### src/rtl/rob_cmpl_if.sv
// Bundle of the FU completion ports, flush/head inputs and ROB update / CDB outputs.
// No logic: pure wiring between the FUs, the ROB and the completion arbiter.
// Widths come from the global `ROB_IDX / `PRF_IDX macros; the fallbacks below apply only if the build sets neither.
`ifndef ROB_IDX
`define ROB_IDX 5
`endif
`ifndef PRF_IDX
`define PRF_IDX 6
`endif

interface rob_cmpl_if #(
  parameter int NUM_FU = 4
);
  logic [NUM_FU-1:0]          fu_valid;
  logic [NUM_FU*`ROB_IDX-1:0] fu_rob_idx;
  logic [NUM_FU*`PRF_IDX-1:0] fu_pdest;
  logic [NUM_FU-1:0]          fu_bt;
  logic [NUM_FU*64-1:0]       fu_ba;
  logic [NUM_FU-1:0]          fu_ready;

  logic                       branch_miss;
  logic [`ROB_IDX-1:0]        rob_head;

  logic                       dup1_req;
  logic                       dup2_req;
  logic [`ROB_IDX-1:0]        rob_idx_out1;
  logic [`ROB_IDX-1:0]        rob_idx_out2;
  logic                       bt_ex_out1;
  logic                       bt_ex_out2;
  logic [63:0]                ba_ex_out1;
  logic [63:0]                ba_ex_out2;
  logic [`PRF_IDX-1:0]        cdb_pdest1;
  logic [`PRF_IDX-1:0]        cdb_pdest2;

  // FU / ROB side: drives completions and flush, observes ready and updates.
  modport master (
    output fu_valid, fu_rob_idx, fu_pdest, fu_bt, fu_ba, branch_miss, rob_head,
    input  fu_ready, dup1_req, dup2_req, rob_idx_out1, rob_idx_out2,
    input  bt_ex_out1, bt_ex_out2, ba_ex_out1, ba_ex_out2, cdb_pdest1, cdb_pdest2
  );

  // Arbiter side.
  modport slave (
    input  fu_valid, fu_rob_idx, fu_pdest, fu_bt, fu_ba, branch_miss, rob_head,
    output fu_ready, dup1_req, dup2_req, rob_idx_out1, rob_idx_out2,
    output bt_ex_out1, bt_ex_out2, ba_ex_out1, ba_ex_out2, cdb_pdest1, cdb_pdest2
  );
endinterface

### src/rtl/rob_cmpl.sv
// Completion arbiter: per-FU one-entry holding regs, picks up to two per cycle for ROB update + CDB broadcast.
// Latency: accepted at edge E0, granted in the following cycle, registered on dupN_req after edge E1 (2 edges).
// Backpressure: fu_ready[i] = !hold_valid[i] | grant[i] (same-cycle refill); branch_miss squashes everything held.
// Optional CMPL_AGE_PRIO_EN: oldest-first selection by (rob_idx - rob_head); otherwise round-robin from rr.
`ifndef ROB_IDX
`define ROB_IDX 5
`endif
`ifndef PRF_IDX
`define PRF_IDX 6
`endif

module rob_cmpl #(
  parameter int NUM_FU = 4
) (
  input  logic       clk,
  input  logic       reset,
  rob_cmpl_if.slave  bus
);
  localparam int RW = `ROB_IDX;
  localparam int PW = `PRF_IDX;
  localparam int FW = (NUM_FU > 1) ? $clog2(NUM_FU) : 1;

  // Holding registers, one per FU.
  logic [NUM_FU-1:0] hold_valid;
  logic [RW-1:0]     hold_rob   [NUM_FU];
  logic [PW-1:0]     hold_pdest [NUM_FU];
  logic [NUM_FU-1:0] hold_bt;
  logic [63:0]       hold_ba    [NUM_FU];

  // Selection results for this cycle.
  logic              sel1_vld;
  logic              sel2_vld;
  logic [FW-1:0]     sel1_idx;
  logic [FW-1:0]     sel2_idx;
  logic [NUM_FU-1:0] grant;
  logic [NUM_FU-1:0] xfer;

`ifdef CMPL_AGE_PRIO_EN
  logic [RW-1:0] age [NUM_FU];
  logic [RW-1:0] best1;
  logic [RW-1:0] best2;

  // Age of each held entry relative to the ROB head; subtraction wraps at 2^ROB_IDX.
  always_comb begin
    for (int i = 0; i < NUM_FU; i++) begin
      age[i] = hold_rob[i] - bus.rob_head;
    end
  end

  // Oldest-first: smallest age goes to slot 1, next smallest to slot 2.
  always_comb begin
    sel1_vld = 1'b0;
    sel1_idx = '0;
    sel2_vld = 1'b0;
    sel2_idx = '0;
    best1    = '1;
    best2    = '1;
    for (int i = 0; i < NUM_FU; i++) begin
      if (hold_valid[i] && (!sel1_vld || (age[i] < best1))) begin
        sel1_vld = 1'b1;
        sel1_idx = FW'(i);
        best1    = age[i];
      end
    end
    for (int i = 0; i < NUM_FU; i++) begin
      if (hold_valid[i] && (FW'(i) != sel1_idx) && (!sel2_vld || (age[i] < best2))) begin
        sel2_vld = 1'b1;
        sel2_idx = FW'(i);
        best2    = age[i];
      end
    end
  end
`else
  logic [FW-1:0] rr;
  logic [FW-1:0] rr_nxt;
  logic [FW:0]   scan_sum;
  logic [FW-1:0] scan_idx;
  logic [FW:0]   last_sum;
  logic          unused_rob_head;

  // Head pointer only matters for age ordering.
  assign unused_rob_head = ^bus.rob_head;

  // Round-robin scan starting at rr, wrapping modulo NUM_FU; first two valid entries win.
  always_comb begin
    sel1_vld = 1'b0;
    sel1_idx = '0;
    sel2_vld = 1'b0;
    sel2_idx = '0;
    scan_sum = '0;
    scan_idx = '0;
    for (int k = 0; k < NUM_FU; k++) begin
      scan_sum = {1'b0, rr} + (FW+1)'(k);
      if (scan_sum >= (FW+1)'(NUM_FU)) begin
        scan_sum = scan_sum - (FW+1)'(NUM_FU);
      end
      scan_idx = scan_sum[FW-1:0];
      if (hold_valid[scan_idx]) begin
        if (!sel1_vld) begin
          sel1_vld = 1'b1;
          sel1_idx = scan_idx;
        end else if (!sel2_vld) begin
          sel2_vld = 1'b1;
          sel2_idx = scan_idx;
        end
      end
    end
  end

  // Next pointer is one past the last granted FU, modulo NUM_FU.
  always_comb begin
    last_sum = {1'b0, (sel2_vld ? sel2_idx : sel1_idx)} + (FW+1)'(1);
    if (last_sum >= (FW+1)'(NUM_FU)) begin
      last_sum = last_sum - (FW+1)'(NUM_FU);
    end
    rr_nxt = last_sum[FW-1:0];
  end

  // Pointer only advances on a real (non-squashed) grant.
  always_ff @(posedge clk) begin
    if (reset) begin
      rr <= '0;
    end else if (sel1_vld && !bus.branch_miss) begin
      rr <= rr_nxt;
    end
  end
`endif

  // One-hot grant vector from the two slot selections.
  always_comb begin
    grant = '0;
    if (sel1_vld) grant[sel1_idx] = 1'b1;
    if (sel2_vld) grant[sel2_idx] = 1'b1;
  end

  // Ready is forced low during reset so nothing is accepted into cleared state.
  assign bus.fu_ready = reset ? '0 : (~hold_valid | grant);
  assign xfer         = bus.fu_valid & bus.fu_ready;

  // Holding registers: flush wins, then capture (refill), then release on grant.
  always_ff @(posedge clk) begin
    if (reset) begin
      hold_valid <= '0;
      hold_bt    <= '0;
      for (int i = 0; i < NUM_FU; i++) begin
        hold_rob[i]   <= '0;
        hold_pdest[i] <= '0;
        hold_ba[i]    <= '0;
      end
    end else begin
      for (int i = 0; i < NUM_FU; i++) begin
        if (xfer[i]) begin
          hold_rob[i]   <= bus.fu_rob_idx[i*RW +: RW];
          hold_pdest[i] <= bus.fu_pdest[i*PW +: PW];
          hold_bt[i]    <= bus.fu_bt[i];
          hold_ba[i]    <= bus.fu_ba[i*64 +: 64];
        end
        if (bus.branch_miss) begin
          hold_valid[i] <= 1'b0;
        end else if (xfer[i]) begin
          hold_valid[i] <= 1'b1;
        end else if (grant[i]) begin
          hold_valid[i] <= 1'b0;
        end
      end
    end
  end

  // Registered ROB update / CDB outputs; unfilled slots keep their previous data.
  always_ff @(posedge clk) begin
    if (reset) begin
      bus.dup1_req     <= 1'b0;
      bus.dup2_req     <= 1'b0;
      bus.rob_idx_out1 <= '0;
      bus.rob_idx_out2 <= '0;
      bus.bt_ex_out1   <= 1'b0;
      bus.bt_ex_out2   <= 1'b0;
      bus.ba_ex_out1   <= '0;
      bus.ba_ex_out2   <= '0;
      bus.cdb_pdest1   <= '0;
      bus.cdb_pdest2   <= '0;
    end else begin
      bus.dup1_req <= sel1_vld && !bus.branch_miss;
      bus.dup2_req <= sel2_vld && !bus.branch_miss;
      if (sel1_vld && !bus.branch_miss) begin
        bus.rob_idx_out1 <= hold_rob[sel1_idx];
        bus.bt_ex_out1   <= hold_bt[sel1_idx];
        bus.ba_ex_out1   <= hold_ba[sel1_idx];
        bus.cdb_pdest1   <= hold_pdest[sel1_idx];
      end
      if (sel2_vld && !bus.branch_miss) begin
        bus.rob_idx_out2 <= hold_rob[sel2_idx];
        bus.bt_ex_out2   <= hold_bt[sel2_idx];
        bus.ba_ex_out2   <= hold_ba[sel2_idx];
        bus.cdb_pdest2   <= hold_pdest[sel2_idx];
      end
    end
  end

`ifndef SYNTHESIS
  // Two live entries naming the same ROB slot would complete it twice.
  always @(posedge clk) begin
    if (!reset) begin
      for (int i = 0; i < NUM_FU; i++) begin
        for (int j = i + 1; j < NUM_FU; j++) begin
          dup_rob_idx_chk: assert (!(hold_valid[i] && hold_valid[j] && (hold_rob[i] == hold_rob[j])));
        end
      end
    end
  end
`endif

endmodule

### src/flat_wrapper.sv
// flat-port wrapper written by rule: the top's interface ports become plain ports
module rob_cmpl_flat 
#(
  parameter int NUM_FU = 4
)
  (clk, reset, bus_fu_valid, bus_fu_rob_idx, bus_fu_pdest, bus_fu_bt, bus_fu_ba, bus_branch_miss, bus_rob_head, bus_fu_ready, bus_dup1_req, bus_dup2_req, bus_rob_idx_out1, bus_rob_idx_out2, bus_bt_ex_out1, bus_bt_ex_out2, bus_ba_ex_out1, bus_ba_ex_out2, bus_cdb_pdest1, bus_cdb_pdest2);
  rob_cmpl_if #(.NUM_FU(NUM_FU)) bus_i ();
  input  logic clk;
  input  logic reset;
  input wire logic [$bits(bus_i.fu_valid)-1:0] bus_fu_valid;
  input wire logic [$bits(bus_i.fu_rob_idx)-1:0] bus_fu_rob_idx;
  input wire logic [$bits(bus_i.fu_pdest)-1:0] bus_fu_pdest;
  input wire logic [$bits(bus_i.fu_bt)-1:0] bus_fu_bt;
  input wire logic [$bits(bus_i.fu_ba)-1:0] bus_fu_ba;
  input wire logic [$bits(bus_i.branch_miss)-1:0] bus_branch_miss;
  input wire logic [$bits(bus_i.rob_head)-1:0] bus_rob_head;
  output wire logic [$bits(bus_i.fu_ready)-1:0] bus_fu_ready;
  output wire logic [$bits(bus_i.dup1_req)-1:0] bus_dup1_req;
  output wire logic [$bits(bus_i.dup2_req)-1:0] bus_dup2_req;
  output wire logic [$bits(bus_i.rob_idx_out1)-1:0] bus_rob_idx_out1;
  output wire logic [$bits(bus_i.rob_idx_out2)-1:0] bus_rob_idx_out2;
  output wire logic [$bits(bus_i.bt_ex_out1)-1:0] bus_bt_ex_out1;
  output wire logic [$bits(bus_i.bt_ex_out2)-1:0] bus_bt_ex_out2;
  output wire logic [$bits(bus_i.ba_ex_out1)-1:0] bus_ba_ex_out1;
  output wire logic [$bits(bus_i.ba_ex_out2)-1:0] bus_ba_ex_out2;
  output wire logic [$bits(bus_i.cdb_pdest1)-1:0] bus_cdb_pdest1;
  output wire logic [$bits(bus_i.cdb_pdest2)-1:0] bus_cdb_pdest2;
  assign bus_i.fu_valid = bus_fu_valid;
  assign bus_i.fu_rob_idx = bus_fu_rob_idx;
  assign bus_i.fu_pdest = bus_fu_pdest;
  assign bus_i.fu_bt = bus_fu_bt;
  assign bus_i.fu_ba = bus_fu_ba;
  assign bus_i.branch_miss = bus_branch_miss;
  assign bus_i.rob_head = bus_rob_head;
  assign bus_fu_ready = bus_i.fu_ready;
  assign bus_dup1_req = bus_i.dup1_req;
  assign bus_dup2_req = bus_i.dup2_req;
  assign bus_rob_idx_out1 = bus_i.rob_idx_out1;
  assign bus_rob_idx_out2 = bus_i.rob_idx_out2;
  assign bus_bt_ex_out1 = bus_i.bt_ex_out1;
  assign bus_bt_ex_out2 = bus_i.bt_ex_out2;
  assign bus_ba_ex_out1 = bus_i.ba_ex_out1;
  assign bus_ba_ex_out2 = bus_i.ba_ex_out2;
  assign bus_cdb_pdest1 = bus_i.cdb_pdest1;
  assign bus_cdb_pdest2 = bus_i.cdb_pdest2;
  rob_cmpl #(.NUM_FU(NUM_FU)) u_core (.clk(clk), .reset(reset), .bus(bus_i));
endmodule
### config.mk
export PLATFORM = sky130hd
export DESIGN_NAME = rob_cmpl_flat
export DESIGN_NICKNAME = d
export VERILOG_FILES = /design/src/rtl/rob_cmpl_if.sv /design/src/rtl/rob_cmpl.sv /design/src/flat_wrapper.sv
export SDC_FILE = /design/constraint.sdc
export NUM_CORES = 1
export LEC_CHECK = 0
export ABC_CLOCK_PERIOD_IN_PS = 8600
export BUFFER_PORTS_ARGS = -buffer_cell sky130_fd_sc_hd__buf_2
export CORE_ASPECT_RATIO = 0.7
export CORE_MARGIN = 5
export CORE_UTILIZATION = 54
export DETAILED_ROUTE_END_ITERATION = 7
export GPL_TIMING_DRIVEN = 0
export PLACE_DENSITY = 0.87
export SYNTH_ARGS = -nofsm -noshare
export SYNTH_HDL_FRONTEND = slang
export SYNTH_SLANG_ARGS = --single-unit
### constraint.sdc
create_clock -name clk -period 8.6 [get_ports clk]
set_input_delay 0.86 -clock clk [delete_from_list [all_inputs] [get_ports clk]]
set_output_delay 0.86 -clock clk [all_outputs]
set_load 0.05 [all_outputs]
Word level (Yosys, flattened, before mapping). Memory sizes are Yosys's and may differ from the RTL's. A register that Yosys moved wholly into a read port is not among the register bits. Cells that the tools add are included. Widths: inputs -> output; s select.

Memory bits (writable): 300. Memories: 3. Logic and storage cells: 148. Input bits: 316. Register bits after elaboration: 14.

Magnitude comparators: 13. Mux-type cells: 84. Add/sub/neg operators: 9. Reductions and logical operators: 10. Bitwise operators: 16.

Memories: u_core.hold_ba (depth 4, bits a word 64, read ports 2, clocked after memory_dff 2, wr ports 4, RTL line rob_cmpl.sv:28) `logic [63:0] hold_ba [NUM_FU];`; u_core.hold_pdest (depth 4, bits a word 6, read ports 2, clocked after memory_dff 2, wr ports 4, RTL line rob_cmpl.sv:26) `logic [PW-1:0] hold_pdest [NUM_FU];`; u_core.hold_rob (depth 4, bits a word 5, read ports 2, clocked after memory_dff 2, wr ports 4, RTL line rob_cmpl.sv:25) `logic [RW-1:0] hold_rob [NUM_FU];`.

Operators with widths (count): $mux 64 (4); $mux 2 (21); $mux 1 (40); $mux 6 (4); $mux 5 (4); $lt 2x3->1 const B (6); $bmux 1 s2 (6); $ge 3x3->1 const B (4); $mux 4 (3); $or 1x1->1 (12); $sub 2x1->2 const B (5); $or 4x4->4 (2); $reduce_bool 2->1 (4); $add 2x1->3 const B (2); $add 2x2->3 const B (2); $and 4x4->4 (1); $demux 1 s2 (2); $ge 2x1->1 const B (2); $logic_and 1x1->1 (4); $not 4->4 (1); $ge 2x3->1 const B (1); $reduce_or 2->1 (1); $logic_not 1->1 (1).

Longest topological paths before layout.
Depth after elaboration: 26. Depth in mapped cells: 15. Mapped depth without buffers: 11.

Worst setup path after synthesis. Ideal clock, no wire load.

Path kind: register to register. From: register u_core.rr[1]. To: memory u_core.hold_ba[3][0] (enable). Setup slack: 2.350 ns. Period minus slack after synthesis: 6.250 ns. Setup time: 0.524 ns. Arrival time: 5.727 ns. Cell stages (with the launch flop): 12. Cells stage by stage: dfxtp_1 buf_4 buf_2 a211oi_1 a31oi_1 ha_1 o41ai_1 a311oi_1 nor3_4 buf_6 o221a_2 o21bai_1.

RTL lines: start, declared (RTL line rob_cmpl.sv:74) `logic [FW-1:0] rr;`; start signal, assigned (RTL line rob_cmpl.sv:124) `rr <= rr_nxt;`; end, declared (RTL line rob_cmpl.sv:28).

Worst setup path in the final report.
From: register u_core.rr[1]. To: output bus_fu_ready[3].

Word-level cells in the longest chain between the ends: 21.

Ends and longest elaborated chain: branches (longest 18 deep; another with $add 2x1->3); $mux 4 * (RTL line rob_cmpl.sv:133) `if (sel2_vld) grant[sel2_idx] = 1'b1;`; $or 4x4->4 * (RTL line rob_cmpl.sv:137) `assign bus.fu_ready = reset ? '0 : (~hold_valid | grant);`; $mux 4 * (RTL line rob_cmpl.sv:137); end, declared (RTL line flat_wrapper.sv:17) `output wire logic [$bits(bus_i.fu_ready)-1:0] bus_fu_ready;`.

Every way passes the cells marked *. The select of a mux whose other input is x is not followed.

==> run_results.csv <==
group,metric,value,unit
route,num_vias,15820,
outcome,outcome,"finished, final reports clean",
worst_setup_path,cp_data_required_time,7.74,ns
clocking,clkTransAtPathRegs,0.06,ns
yosys,synth_area_leader_cell,"edfxtp_1",
route,drc_errors,0,
power_and_ir_drop,p_leak,11.51,nW
route,drtPass1Iterations,8,
yosys,synthTopCellsByCount,"300 x and2_1, 300 x edfxtp_1, 164 x dfxtp_1",
floorplan,die_w,243.9,um
grt,grt_max_degree,27,
worst_setup_path,cp_max_fo,10,
worst_setup_path,end_kind,"output pin",
worst_setup_path,cpPeakStageDelay,0.53,ns
clocking,cts_root_buf,"clkbuf_16",
floorplan,dieArea,42360,sq um
worst_setup_path,worstSetupStartpointType,"flip-flop",
power_and_ir_drop,powerDensity,222.8,nW/um^2
yosys,synth_area_leaders,"edfxtp_1 44%, dfxtp_1 16%, and2_1 9.1%, mux4_2 8.4%, mux2i_1 7.4%",
grt,grtUsageTotal,0.3181,
clocking,ctsResizeCount,0,
final_layout,fin_cells,2547,
clocking,cts_buffers,44,
sta,finalSetupTns,0,ns
floorplan,pin_count,474,
power_and_ir_drop,power,5.695,mW
worst_setup_path,arrival,3.81,ns
sta,tightest_slew,1.026,ns
sta,rsz0062_at_grt,"no",
yosys,synth_cells,1473,
grt,grt_remaining_overflow,0,
final_layout,design_area,25560,sq um
worst_hold_path,hold_path_depth,2,
placed_design,port_buffers,468,
yosys,yosysUniqueCellTypes,61,
grt,grt_first_pass_wirelength,102.2,mm
sta,whs,0.4637,ns
route,wirelength,69.91,mm
clocking,cts_setup_buffers,0,
clocking,clock_latency,0.56,ns
placed_design,dp.cells,2449,
yosys,synth_seq_area_share,0.5945,
yosys,yosys_warnings,0,
floorplan,die_height,173.7,um
yosys,synth_nets,1791,
clocking,tritoncts,"built",
yosys,synth_flop_cell,"edfxtp_1",
yosys,synth_seq_cells,464,
sta,final_hold_viol_count,0,
floorplan,start_util,0.5421,
grt,use_met2,0.5090,
route,vias_per_cell,6.212,
route,route.detailed.wl_per_inst,27.45,um
yosys,synth_top_area_share,0.4357,
placed_design,hpwl,49.53,mm
route,antenna_left,0,
final_layout,fin_util,0.6703,
worst_setup_path,path_common_cell,"buf_2",
clocking,hold_buffers,0,
yosys,async_reset_ff_frac,0,
yosys,synth-edff-count,300,
final_layout,fill_cells,2690,
sta,setup_viol,0,
final_layout,areaGrowthSynthToFinish,23.64,%
final_layout,final_nets,2317,
power_and_ir_drop,peakVddDrop,0.1928,mV
sta,fin_crit,4.668,ns
clocking,cts_num_sinks,464,
sta,finalClockSkew,0.01660,ns
placed_design,place_ws,4.383,ns
clocking,htree_levels,2,
route,drt-initial-drc-count,1716,
floorplan,core,38140,sq um
grt,grt_pass1_vias,16280,
worst_hold_path,hold_path.class,"reg -> reg",
worst_setup_path,path_class,"reg -> out",
sta,fmax,214.2,MHz
grt,grt_use_met1,0.4262,
sta,setup_slack,3.932,ns
worst_setup_path,slowest_stage,"a311oi_1",
sta,relSlewSlack,0.3133,
sta,finalMaxSlewViolations,0,
worst_setup_path,cp_cell_sequence,"buf_4, buf_2, a211oi_1, a31oi_1, ha_1, o41ai_1, a311oi_1, nor3_4, buf_6, o221a_2, nor2_1, buf_2",
grt,antenna_found_initial,17,
floorplan,rows,60,
placed_design,routabilityCongestion,0.9373,
job,maxCapViolations,0,
sta,fin_crit_sh,0.5428,
grt,use_met3,0.07105,
placed_design,place_area,23940,sq um
grt,grt_most_used_layer,"met2",
yosys,synthesis.area,20670,sq um
yosys,syn_avg_cell_area,14.04,sq um
worst_setup_path,ff2ff_path_depth,13,
clocking,clk_path_buf_depth,3,
final_layout,drive_gt1_frac,0.3523,
[cell usage in the layout (no fill, tap or decap), drive strengths merged, types with 8 or more instances in the layout]
| cell | n |
|---|---|
| mux4 | 77 |
| nand2 | 82 |
| a21oi | 12 |
| o221ai | 78 |
| nor3 | 9 |
| clkbuf | 115 |
| a22o | 76 |
| dfxtp | 164 |
| edfxtp | 300 |
| inv | 13 |
| diode | 16 |
| buf | 552 |
| nor2 | 19 |
| mux2i | 153 |
| and2 | 300 |
| clkinv | 8 |
[power by group]
group	total (mW)	leakage, nW	internal, mW	switching [mW]
registers	2.62	4.61	2.54	0.0874
clock network	2.13	0.781	1.25	0.881
logic	0.939	6.12	0.397	0.542
[cell families (layout without fill, tap and decap cells)]
| group | Yosys count | after routing | synth area share |
|---|---|---|---|
| AOI/OAI and AO/OA | 207 | 207 | 0.08696 |
| xor gates and xnor gates | 4 | 4 | 0.001695 |
| adders and majority gates | 2 | 2 | 0.001210 |
| buffers and inverters | 132 | 694 | 0.03613 |
| DFF | 464 | 464 | 0.5945 |
| muxes | 230 | 230 | 0.1580 |
| other | 0 | 16 | 0 |
| and+or+nand+nor | 434 | 434 | 0.1215 |
[critical path, delay by kind of cell (launching register included)]
kind,cells,cell delay (ns)
flops,1,0.49
compound gates,5,1.24
buf+inv,4,1.00
simple gates,2,0.26
fa+ha+maj,1,0.26
[path summary, 6_finish.rpt]
| kind | from | slack, ns | endpoint |
|---|---|---|---|
| min | u_core.bus.rob_idx_out2[3] | 0.46 | u_core.bus.rob_idx_out2[3] |
| max | u_core.rr[1] | 3.93 | bus_fu_ready[3] |
| max reg2reg | u_core.rr[1] | 4.29 | u_core.hold_ba[3][30] |
| min reg2reg | u_core.bus.rob_idx_out2[3] | 0.46 | u_core.bus.rob_idx_out2[3] |
[per-layer routing]
layer | share of wire | routed length (um)
met2 | 0.47 | 33100
met1 | 0.38 | 26220
met4 | 0.041 | 2854
met5 | 0.00099 | 69
met3 | 0.11 | 7658
[state kept, by name, indices dropped and copies added (netlist names), 5 cells and up]
name,count
u_core.hold_ba,256
u_core.hold_rob,20
u_core.bus.ba_ex_out1,64
u_core.hold_pdest,24
u_core.bus.ba_ex_out2,64
u_core.bus.cdb_pdest1,6
u_core.bus.cdb_pdest2,6
u_core.bus.rob_idx_out1,5
u_core.bus.rob_idx_out2,5
[area by class of cell]
type	instances	area, sq um	area share
timing repair buffer	480	2597	0.1016
sequential	464	12290	0.4808
multi-input combinational	877	7681	0.3005
inverter	11	41.29	0.001615
buffer	121	705.7	0.02761
clock inverter	16	226.5	0.008859
clock buffer	66	1359	0.05315
antenna	16	40.04	0.001566
tap	496	620.6	0.02428
No activity file was read; power rests on OpenSTA's default activity.
